### src/rtl/rx_bit_sampler.sv
// Oversampling front end of the UART receiver: synchronises the serial line, tracks the
// edge/bit position inside a frame and produces a 3-sample majority vote at mid-bit.
module rx_bit_sampler #(
  parameter int PRESCALE_W = 6,
  parameter int BIT_CNT_W  = 4
) (
  input  logic                  CLK,
  input  logic                  RST,
  input  logic                  RX_IN,
  input  logic [PRESCALE_W-1:0] Prescale,
  input  logic                  smp_en,
  output logic                  sampled_bit,
  output logic                  smp_valid,
  output logic                  bit_done,
  output logic [PRESCALE_W-1:0] edge_cnt,
  output logic [BIT_CNT_W-1:0]  bit_cnt
);

  typedef enum logic {IDLE, RUN} state_t;

  state_t                  state, state_nxt;
  logic                    rx_meta, rx_s;
  logic [PRESCALE_W-1:0]   ps, ps_nxt;
  logic [PRESCALE_W-1:0]   half, vote_early, vote_late, last_edge;
  logic [PRESCALE_W-1:0]   edge_nxt;
  logic [BIT_CNT_W-1:0]    bit_nxt;
  logic                    s0, s1, s0_nxt, s1_nxt;
  logic                    sampled_nxt, valid_nxt, done_nxt;

  function automatic logic maj(input logic a, input logic b, input logic c);
    return (a & b) | (a & c) | (b & c);
  endfunction

  // Two-flop synchroniser; resets to the idle (high) line level.
  always_ff @(posedge CLK or negedge RST) begin
    if (!RST) begin
      // NOTE: sequential state uses non-blocking assignments so every flop samples pre-edge values.
      rx_meta <= 1'b1;
      rx_s    <= 1'b1;
    end else begin
      rx_meta <= RX_IN;
      rx_s    <= rx_meta;
    end
  end

  assign half       = ps >> 1;
  assign vote_early = half - PRESCALE_W'(1);
  assign vote_late  = half + PRESCALE_W'(1);
  assign last_edge  = ps - PRESCALE_W'(1);

  always_ff @(posedge CLK or negedge RST) begin
    if (!RST) state <= IDLE;
    else      state <= state_nxt;
  end

  always_comb begin
    // NOTE: every always_comb output gets a default first so no latch is inferred.
    state_nxt = state;
    case (state)
      IDLE:    if (smp_en)  state_nxt = RUN;
      RUN:     if (!smp_en) state_nxt = IDLE;
      default: state_nxt = IDLE;
    endcase
  end

  // Next values for the registered outputs, counters and vote samples.
  always_comb begin
    ps_nxt      = ps;
    edge_nxt    = edge_cnt;
    bit_nxt     = bit_cnt;
    s0_nxt      = s0;
    s1_nxt      = s1;
    sampled_nxt = sampled_bit;
    valid_nxt   = 1'b0;
    done_nxt    = 1'b0;
    case (state)
      IDLE: begin
        edge_nxt = '0;
        bit_nxt  = '0;
        if (smp_en) ps_nxt = Prescale;
      end
      RUN: begin
        if (!smp_en) begin
          // Leaving the frame beats any vote or wrap on the same edge.
          edge_nxt = '0;
          bit_nxt  = '0;
        end else begin
          if (edge_cnt == last_edge) begin
            edge_nxt = '0;
            done_nxt = 1'b1;
            if (bit_cnt != {BIT_CNT_W{1'b1}}) bit_nxt = bit_cnt + BIT_CNT_W'(1);
          end else begin
            edge_nxt = edge_cnt + PRESCALE_W'(1);
          end
          if (edge_cnt == vote_early) s0_nxt = rx_s;
          if (edge_cnt == half)       s1_nxt = rx_s;
          if (edge_cnt == vote_late) begin
            sampled_nxt = maj(s0, s1, rx_s);
            valid_nxt   = 1'b1;
          end
        end
      end
      default: begin
        edge_nxt = '0;
        bit_nxt  = '0;
      end
    endcase
  end

  always_ff @(posedge CLK or negedge RST) begin
    if (!RST) begin
      ps          <= PRESCALE_W'(8);
      edge_cnt    <= '0;
      bit_cnt     <= '0;
      s0          <= 1'b1;
      s1          <= 1'b1;
      sampled_bit <= 1'b1;
      smp_valid   <= 1'b0;
      bit_done    <= 1'b0;
    end else begin
      ps          <= ps_nxt;
      edge_cnt    <= edge_nxt;
      bit_cnt     <= bit_nxt;
      s0          <= s0_nxt;
      s1          <= s1_nxt;
      sampled_bit <= sampled_nxt;
      smp_valid   <= valid_nxt;
      bit_done    <= done_nxt;
    end
  end

endmodule

### config.mk
export PLATFORM = sky130hd
export DESIGN_NAME = rx_bit_sampler
export DESIGN_NICKNAME = d
export VERILOG_FILES = /design/src/rtl/rx_bit_sampler.sv
export SDC_FILE = /design/constraint.sdc
export NUM_CORES = 1
export LEC_CHECK = 0
export ABC_AREA = 1
export CAP_MARGIN = 10
export CORE_ASPECT_RATIO = 0.5
export CORE_UTILIZATION = 54
export CTS_CLUSTER_DIAMETER = 100
export DETAILED_ROUTE_END_ITERATION = 10
export PLACE_DENSITY_LB_ADDON = 0.3
export SYNTH_ARGS = -nofsm -noshare
export SYNTH_HDL_FRONTEND = slang
export SYNTH_SLANG_ARGS = --single-unit
### constraint.sdc
create_clock -name CLK -period 4.37 [get_ports CLK]
set_clock_uncertainty 0.05 [all_clocks]
set_input_delay 0.6555 -clock CLK [delete_from_list [all_inputs] [get_ports CLK]]
set_output_delay 0.6555 -clock CLK [all_outputs]
set_load 0.01 [all_outputs]
==> impl_metrics.py <==
metrics = {
    "yosys": {
        "yosysWarnings": 0,
        "seq_area_frac_synth_pct": 39.54,
        "synthFlopType": "dfrtp_1",
        "synth_nets": 219,
        "ys_types": 28,
        "syn-cell-area_um2": 1538,
        "yosys.area_share.simple_pct": 35.96,
        "yosys.area_share.xor_xnor_pct": 8.462,
        "synthMuxAreaShare_pct": 0,
        "ys_ff_latch": 24,
        "avgSynthCellArea_um2": 7.575,
        "ys_async_sr_fraction_pct": 100.0,
        "synth_compound_area_share_pct": 3.662,
        "synth_edf_count": 0,
        "synth_top_family_by_area": "simple AND/OR/NAND/NOR gates",
        "syn_inst": 203,
        "synth-adder-area-share_pct": 5.533,
    },
    "placed_design": {
        "dp_hpwl_um": 2609,
        "port_buffers": 22,
        "place_inst": 262,
        "globalplace.congestion": 0.8574,
    },
    "detailed_routing": {
        "drt_pass1_iterations": 4,
        "drtIter0Drc": 82,
        "vias_per_cell": 5.282,
        "wl_met1_um": 1626,
        "finalWirelength_um": 3449,
        "vias": 1405,
        "wl_met3_um": 231,
        "wl_per_cell_um": 12.97,
        "drc": 0,
        "ant_nets": 0,
        "highest_layer": "met4",
        "wl_met2_um": 1550,
    },
    "sta": {
        "fmax_mhz": 481.6,
        "worstMarginPinSlew_ns": 0.4143,
        "rsz0062_at_grt": "false",
        "setup_violations": 0,
        "hold_viol_final": 0,
        "finalCritPeriodShare_pct": 47.52,
        "drv_slew": 0,
        "relSlewSlack_pct": 72.18,
        "hold_ws_ns": 0.3224,
        "min_period_ns": 2.076,
        "setup-tns-final_ns": 0,
    },
    "layout": {
        "layout_commonest_cell": "nand2_1",
        "area_delta_synth_final_pct": 21.16,
        "final_cells": 266,
        "fillers": 206,
        "drive_gt1_share_pct": 11.35,
        "nets": 246,
        "mostFrequentLayoutCells": "52 x nand2_1, 26 x nor2_1, 24 x inv_1",
        "num_antenna_cells": 0,
    },
    "pwr": {
        "netSwitchingFraction_pct": 31.34,
        "power.switching_mw": 0.1692,
        "peakVddDrop_uv": 150.4,
        "p_int_mw": 0.3706,
        "power_frac_comb_pct": 24.0,
        "pwr-share-clk_pct": 28.2,
        "p_seq_share_pct": 47.8,
        "power_density_nw_per_um2": 289.7,
        "p_leak_nw": 0.8940,
    },
    "clock_network": {
        "htreeDepth": 1,
        "root_buffer": "clkbuf_8",
        "cts.reportedPaths.clkPinSlew_ns": 0.09,
        "cts_tree": "done",
        "clk_latency_ns": 0.27,
        "hold_buffers": 0,
        "clock_sinks": 24,
        "cts-resized-gates": 0,
        "post_cts_buffers": 0,
        "clockBufferDepth": 2,
        "cts_buffers": 3,
    },
    "grt": {
        "gr-total-overflow": 0,
        "grt_max_degree": 25,
        "track_usage_pct": 25.27,
        "grt_antenna_before_repair": 0,
        "grt_pass1_wl_um": 5616,
        "grt_pass1_vias": 1210,
    },
    "critical_path": {
        "crit_buf_inv": 1,
        "r2r_slack_ns": 2.46,
        "crit_type": "reg -> out",
        "crit_family": "buffers and inverters",
        "cp_max_fo": 7,
        "cp_cell_sequence": "clkdlybuf4s50_1",
        "end_kind": "output pin",
        "reg2reg_from": "ps[1]$_DFFE_PN0P_",
        "crit_slowest_cell": "clkdlybuf4s50_1",
        "critPathMaxStageDelay_ns": 0.60,
        "r2r-end": "bit_cnt[3]$_DFFE_PN0P_",
        "worst-path-stages": 1,
        "rr_worst_depth": 12,
        "cp.required_ns": 3.66,
        "critPathLaunchType": "flip-flop",
        "cp.arrival_ns": 1.37,
    },
    "status": {
        "status": "finished clean",
    },
    "hold_path": {
        "worstHoldStart": "rx_meta$_DFF_PN1_",
        "min_to": "rx_s$_DFF_PN1_",
        "worstHoldPathType": "reg -> reg",
        "hold_path_depth": 0,
    },
    "floorplan": {
        "die_x_um": 77.47,
        "dieArea_um2": 3078,
        "io-pin-count": 23,
        "initial_utilization_pct": 58.00,
        "core.rowCount": 13,
        "core_area_um2": 2651,
        "die_h_um": 39.74,
    },
    "run": {
        "maxCapViolCount": 0,
    },
}
==> registers in the layout, indices dropped and copies added (netlist names) <==
name and cells:
bit_cnt 4, bit_done 1, edge_cnt 6, ps 6, rx_meta 1, rx_s 1, s0 1, s1 1
sampled_bit 1, smp_valid 1, state 1
==> cell families after synthesis <==
logic type / after synthesis
buffers and inverters: 28
and+or+nand+nor: 120
xor gates and xnor gates: 14
adders and majority gates: 7
AOI/OAI and AO/OA: 10
DFF: 24
==> layer usage <==
metal / track usage [%] / vias up
li1: - / 695
met1: 33.33 / 655
met2: 41.37 / 49
met3: 6.977 / 6
met4: 7.075 / 0
met5: 0 / -
==> worst register-to-register path: cells and delay by family, from the launching register on <==
| kind | cells | cell delay (ns) |
|---|---|---|
| AND/OR/NAND/NOR | 9 | 0.84 |
| flip-flops | 1 | 0.45 |
| adder cells (fa/ha/maj) | 1 | 0.32 |
| buffers and inverters | 2 | 0.19 |
==> cell usage after synthesis (2+ instances only) <==
cell,instances,area [um^2]
xor2_1,10,87.58
nor2_2,2,12.51
nand2_2,3,18.77
dfstp_2,6,157.7
xnor2_1,3,26.28
dfrtp_1,18,450.4
nand4_1,3,18.77
a21oi_1,7,35.03
nand3_1,23,115.1
nor3_1,4,20.02
nor2_1,26,97.59
inv_2,3,11.26
nand2_1,52,195.2
ha_1,6,75.07
inv_1,24,90.09
==> worst max-delay path by stage <==
stage,start,to,slack [ns]
after floorplan,ps[1]$_DFFE_PN0P_,bit_cnt[0]$_DFFE_PN0P_,2.73
after global placement,smp_en,s0$_DFFE_PN1P_,2.16
after detailed placement,smp_en,s0$_DFFE_PN1P_,2.05
after CTS,edge_cnt[0]$_DFF_PN0_,edge_cnt[0],2.28
after global routing,edge_cnt[0]$_DFF_PN0_,edge_cnt[0],2.23
final,edge_cnt[5]$_DFF_PN0_,edge_cnt[5],2.29
==> stage by stage <==
step / worst slack [ns] / utilization (%) / total power, mW / instance area, um^2
floorplan: 2.730 / - / 0.3485 / 1538
global placement: 2.156 / 68.19 / 0.3852 / 1808
detailed placement: 2.054 / 68.19 / 0.3903 / 1808
CTS: 2.280 / 70.27 / 0.5415 / 1863
global route: 2.229 / 70.27 / 0.5721 / 1863
finish: 2.294 / 70.27 / 0.5398 / 1863
==> cell type report <==
cell class / count / area, um^2 / area share [%]
clock buffer: 4 / 55.05 / 2.955
inverter: 27 / 101.3 / 5.440
multi-input combinational: 151 / 824.5 / 44.26
sequential: 24 / 608.1 / 32.64
tap: 37 / 46.29 / 2.485
timing repair buffer: 23 / 227.7 / 12.22
==> power groups by stage <==
stage	clock network, mW	registers, mW	logic (mW)
3_3_place_gp	0	0.261	0.124
4_1_cts	0.154	0.258	0.130
6_report	0.152	0.258	0.129
3_5_place_dp	0	0.262	0.128
5_1_grt	0.165	0.261	0.147
2_1_floorplan	0	0.257	0.0914
Note: power is estimated with default switching activity, not from simulation.
